$ cat config.mk
export PLATFORM = sky130hd
export DESIGN_NAME = urisc_param
export DESIGN_NICKNAME = d
export VERILOG_FILES = /design/src/rtl/urisc_param.sv
export SDC_FILE = /design/constraint.sdc
export NUM_CORES = 1
export LEC_CHECK = 0
export BUFFER_PORTS_ARGS = -buffer_cell sky130_fd_sc_hd__clkbuf_2
export CORE_MARGIN = 3
export CORE_UTILIZATION = 60
export CTS_CLUSTER_DIAMETER = 150
export CTS_CLUSTER_SIZE = 16
export DETAILED_ROUTE_END_ITERATION = 10
export PLACE_DENSITY = 0.85
export SLEW_MARGIN = 10
export SYNTH_ARGS = -nofsm -noshare
export SYNTH_HDL_FRONTEND = slang
export SYNTH_SLANG_ARGS = --single-unit
export TNS_END_PERCENT = 10
$ cat constraint.sdc
create_clock -name clk -period 11.7 [get_ports clk]
set_input_delay 1.755 -clock clk [delete_from_list [all_inputs] [get_ports clk]]
set_output_delay 1.755 -clock clk [all_outputs]
set_load 0.02 [all_outputs]
$ cat src/rtl/urisc_param.sv
// -----------------------------------------------------------------------------
// urisc_param
// One-instruction (subtract-and-branch-if-negative) processor core with
// parametrised data width, register count and program address width.
//
// Each instruction runs FE -> LD -> DC -> EX. Register 0 is the input port:
// reading it returns in_data, and it is never written. Register NREG-1 drives
// the output port through a valid/ready handshake. A word with rd==rs and
// mode==1 is HALT and parks the core until reset.
//
// Instruction word (IW = 2*RA+1+AW bits): { rd[RA], rs[RA], mode, addr[AW] }
//
// Ports
//   clk        in   1   system clock, rising edge
//   reset      in   1   asynchronous, active-high reset
//   imem_addr  out  AW  program address (always equals pc)
//   imem_data  in   IW  program word, valid one cycle after imem_addr
//   in_data    in   DW  input port data (register 0 reads)
//   in_valid   in   1   in_data valid
//   in_ready   out  1   core consumes in_data this cycle (combinational)
//   out_data   out  DW  output port, mirrors r[NREG-1]
//   out_valid  out  1   new out_data pending
//   out_ready  in   1   sink accepts out_data
//   halted     out  1   core stopped on HALT
//   jump       out  1   branch taken by last executed instruction
//   dif        out  DW  low DW bits of last result
// -----------------------------------------------------------------------------
module urisc_param #(
  parameter int DW         = 8,
  parameter int RA         = 4,
  parameter int AW         = 7,
  parameter int REL_SIGNED = 0,
  localparam int IW        = 2 * RA + 1 + AW,
  localparam int NREG      = 2 ** RA
) (
  input  logic          clk,
  input  logic          reset,
  output logic [AW-1:0] imem_addr,
  input  logic [IW-1:0] imem_data,
  input  logic [DW-1:0] in_data,
  input  logic          in_valid,
  output logic          in_ready,
  output logic [DW-1:0] out_data,
  output logic          out_valid,
  input  logic          out_ready,
  output logic          halted,
  output logic          jump,
  output logic [DW-1:0] dif
);

  typedef enum logic [2:0] {FE, LD, DC, EX, HLT} state_t;

  state_t        state;
  logic [AW-1:0] pc;
  logic [IW-1:0] ir;

  // Decoded fields, latched in DC and held stable for the whole EX stall.
  logic [RA-1:0] rd;
  logic [RA-1:0] rs;
  logic          mode;
  logic [AW-1:0] addr;

  logic [DW-1:0] r [NREG];

  logic [RA-1:0] ir_rd;
  logic [RA-1:0] ir_rs;
  logic          halt_word;
  logic [DW-1:0] a;
  logic [DW-1:0] b;
  logic [DW:0]   result;
  logic          need_i;
  logic          blk_o;
  logic          complete;
  logic [AW-1:0] pc_rel;
  logic [AW-1:0] pc_next;

  assign imem_addr = pc;
  assign out_data  = r[NREG-1];

  assign ir_rd     = ir[IW-1 -: RA];
  assign ir_rs     = ir[IW-1-RA -: RA];
  assign halt_word = (ir_rd == ir_rs) && ir[AW];

  // Register 0 aliases the input port on either operand.
  assign a = (rd == '0) ? in_data : r[rd];
  assign b = (rs == '0) ? in_data : r[rs];

  // One guard bit so the sign of the true difference survives overflow.
  assign result = {a[DW-1], a} - {b[DW-1], b};

  assign need_i   = (rd == '0) || (rs == '0);
  assign blk_o    = (rd == '1) && out_valid && !out_ready;
  assign in_ready = (state == EX) && need_i && !blk_o;
  assign complete = (state == EX) && !blk_o && (!need_i || in_valid);

  // At width AW a sign-extended and a zero-extended offset wrap to the same
  // pc; both forms are kept so the intent of each mode stays explicit.
  assign pc_rel  = (REL_SIGNED != 0) ? AW'($signed(pc) + $signed(addr))
                                     : AW'(pc + addr);
  assign pc_next = !result[DW] ? AW'(pc + AW'(1))
                 : mode        ? addr
                 :               pc_rel;

  // NOTE: every sequential assignment below is non-blocking so all state
  // updates in a cycle see the values from before the clock edge.
  always_ff @(posedge clk or posedge reset) begin
    if (reset) begin
      state     <= FE;
      pc        <= '0;
      ir        <= '0;
      rd        <= '0;
      rs        <= '0;
      mode      <= 1'b0;
      addr      <= '0;
      // NOTE: the register file is reset on purpose; -1 in every register is
      // the architected power-up value and out_data depends on it.
      for (int i = 0; i < NREG; i++) r[i] <= '1;
      out_valid <= 1'b0;
      halted    <= 1'b0;
      jump      <= 1'b0;
      dif       <= '0;
    end else begin
      // An accepted output clears; a completing write below overrides this.
      if (out_valid && out_ready) out_valid <= 1'b0;

      unique case (state)
        FE: state <= LD;
        LD: begin
          ir    <= imem_data;
          state <= DC;
        end
        DC: begin
          rd   <= ir_rd;
          rs   <= ir_rs;
          mode <= ir[AW];
          addr <= ir[AW-1:0];
          if (halt_word) begin
            halted <= 1'b1;
            state  <= HLT;
          end else begin
            state  <= EX;
          end
        end
        EX: begin
          if (complete) begin
            if (rd != '0) r[rd] <= result[DW-1:0];
            if (rd == '1) out_valid <= 1'b1;
            jump  <= result[DW];
            dif   <= result[DW-1:0];
            pc    <= pc_next;
            state <= FE;
          end
        end
        HLT:     state <= HLT;
        default: state <= FE;
      endcase
    end
  end

endmodule
==> impl_metrics.py <==
metrics = {
    "outcome": {
        "status": "complete, no violations",
    },
    "hold_path": {
        "worstHoldPathCells": 0,
        "min_from": "r[125]",
        "hold_path_end": "r[125]",
        "hp-class": "reg -> reg",
    },
    "placement": {
        "place_hpwl_mm": 15.7,
        "port_buffers": 54,
        "routabilityCongestion": 0.896,
        "placedCellCount": 971,
    },
    "synthesis": {
        "syn-num-nets": 798,
        "synth_edf_count": 0,
        "synth_flop_cell": "dfstp_2",
        "synth-seq-area-share_pct": 46.3,
        "async_flop_share_pct": 100,
        "syn_area_per_cell_sq_um": 13.2,
        "ys_warn_count": 0,
        "yosysUniqueCellTypes": 55,
        "netlist_instances": 753,
        "synth-seq-cells": 178,
        "syn_area_sq_mm": 0.00996,
    },
    "sta": {
        "skew_ps": 10.9,
        "rsz0062_at_grt": "no",
        "fmax_ghz": 0.209,
        "slew_viol_final": 0,
        "worst_slew_pin_slew_ps": 1240,
        "finalHoldViolCount": 0,
        "fin_crit_ps": 4800,
        "hold_ws_ps": 366,
        "setup_viol": 0,
        "fin_tns_setup_ps": 0,
        "max_slew_margin_pct": 17.0,
        "fin_crit_sh_pct": 41.0,
    },
    "die": {
        "die_w_um": 135,
        "fp.coreArea_sq_mm": 0.0161,
        "row_count": 46,
        "pin_count": 55,
        "start_util_pct": 62.1,
        "die_h_um": 135,
        "die_area_sq_mm": 0.0182,
    },
    "route": {
        "drt_iter0_markers": 686,
        "drt_pass1_iterations": 5,
        "wirelength_mm": 25.4,
        "ant_nets": 0,
        "wl_per_cell_um": 25.3,
        "route.detailed.drc": 0,
        "vias": 6861,
        "viasPerCell": 6.83,
    },
    "global_route": {
        "grt_util_all_layers_pct": 28.7,
        "grt_overflow_total": 0,
        "grt_start_max_net_pins": 98,
        "grt_pass1_wl_mm": 39.6,
        "grt_pass1_vias": 7226,
        "antenna_found_initial": 0,
    },
    "worst_setup_path": {
        "critPathMaxFanout": 39,
        "worstSetupEndpointType": "register",
        "worstSetupStartpointType": "register",
        "r2r-end": "r[111]",
        "arrival_ps": 5170,
        "required_ps": 12070,
        "rr_startpoint": "rd[0]",
        "worstSetupPathType": "reg -> reg",
        "r2r_cells": 12,
        "timing.reg2reg.setup_slack_ps": 6900,
    },
    "finish": {
        "drive_gt1_share_pct": 54.6,
        "multi_input_area_sq_mm": 0.00504,
        "syn_to_final_growth_pct": 9.35,
        "fillers": 1060,
        "antenna_cells": 0,
        "register_area_sq_mm": 0.00461,
        "final_nets": 820,
        "layout.cells.non_filler": 1004,
    },
    "cts": {
        "clock_latency_ps": 440,
        "clk_root_buffer_cell": "clkbuf_16",
        "cts_buffer_depth": 2,
        "clock_sinks": 178,
        "cts_resized": 0,
        "clk_pin_slew_worst_paths_ps": 70,
        "tritoncts": "done",
        "cts_buffers": 17,
        "cts_setup_buffers": 0,
        "hold_buffers": 0,
        "htree_levels": 4,
    },
    "run": {
        "maxCapViolations": 0,
    },
}
stage by stage:
| step | utilization [%] | area, sq um | worst slack (ps) |
|---|---|---|---|
| CTS | 67.5 | 10800 | 6960 |
| floorplan | - | 9960 | 5320 |
| global route | 67.9 | 10900 | 6690 |
| global placement | 63.9 | 10300 | 7170 |
| finish | 67.9 | 10900 | 6900 |
| detailed placement | 64.0 | 10300 | 7020 |
worst max-delay path, stage by stage, from the launching register on:
cell and delay, ps:
dfrtp_2 390, buf_4 320, nand2b_1 610, nor2_1 260, a21oi_1 70, mux4_2 530
o21a_1 140, ha_1 370, and3_1 170, a211oi_1 420, a21oi_1 150, xor2_1 960
mux2_2 330
worst max-delay path by stage:
stage	from	to	slack (ps)	cells past startpoint
floorplan	reset	addr[0]	5320	1
global placement	out_ready	in_ready	7170	5
detailed placement	rd[0]	r[111]	7020	12
CTS	rd[0]	r[111]	6960	12
global route	rd[0]	r[111]	6690	12
finish	rd[0]	r[111]	6900	12
routing by layer:
metal	vias to the layer above	global-route usage [%]	part of all wire [%]
li1	2840	-	-
met1	3528	35.9	38
met2	390	47.5	50
met3	103	6.26	7.8
met4	0	14.1	4.1
met5	-	0	0
placed cells by master (no fill, tap or decap), types with 5 or more instances in the layout:
cell type / count
a21o_1: 6
xor2_1: 6
o21ai_0: 26
clkinvlp_4: 5
o21a_1: 9
mux2i_1: 22
a21oi_1: 50
clkbuf_2: 54
mux4_2: 64
nor3b_1: 6
dfstp_2: 125
nor2_1: 54
ha_1: 15
and3_1: 5
a22oi_1: 6
nor2b_1: 7
mux2_2: 99
buf_4: 10
nand2b_1: 11
dfrtp_1: 51
clkbuf_16: 18
o211ai_1: 6
inv_1: 6
mux2_4: 24
nand2_1: 34
layout make-up:
class | count | area share [%]
Clock buffer | 20 | 4.20
Clock inverter | 12 | 0.976
Inverter | 7 | 0.287
Multi-Input combinational cell | 506 | 46.3
Sequential cell | 178 | 42.3
Tap cell | 216 | 2.48
Timing Repair Buffer | 65 | 3.42
registers in the layout, indices dropped and copies added, names as in the netlist, 3 cells and up:
signal and flops:
ir 16, r 117, addr 7, imem_addr 7
rd 4, state 3, dif 8, out_data 8
rs 4
cell usage after synthesis, types with 5 or more instances:
master / n / area share (%)
a21o_1: 6 / 0.45
a21oi_1: 50 / 2.5
a22oi_1: 6 / 0.45
and3_1: 5 / 0.31
buf_2: 12 / 0.60
buf_4: 9 / 0.68
buf_6: 7 / 0.79
clkbuf_1: 30 / 1.1
dfrtp_1: 53 / 13
dfstp_2: 125 / 33
ha_1: 15 / 1.9
inv_1: 7 / 0.26
mux2_2: 99 / 11
mux2_4: 24 / 3.6
mux2i_1: 22 / 2.2
mux4_2: 64 / 14
nand2_1: 34 / 1.3
nand2b_1: 11 / 0.69
nor2_1: 54 / 2.0
nor2b_1: 7 / 0.44
nor3b_1: 7 / 0.53
o211ai_1: 6 / 0.45
o21a_1: 9 / 0.68
o21ai_0: 26 / 1.3
xnor2_1: 5 / 0.44
xor2_1: 7 / 0.62
logic make-up (layout without fill, tap and decap cells):
logic type | after synthesis | count (layout) | synth area share, %
muxes | 209 | 209 | 31.5
DFF | 178 | 178 | 46.3
and+or+nand+nor | 147 | 147 | 7.85
AOI/OAI and AO/OA | 121 | 121 | 7.45
buffers and inverters | 69 | 104 | 3.62
adders and majority gates | 17 | 17 | 2.29
xor gates and xnor gates | 12 | 12 | 1.05
Power is not shown: default switching activity piles up to over one toggle a cycle in this logic, so the estimate is an artifact.
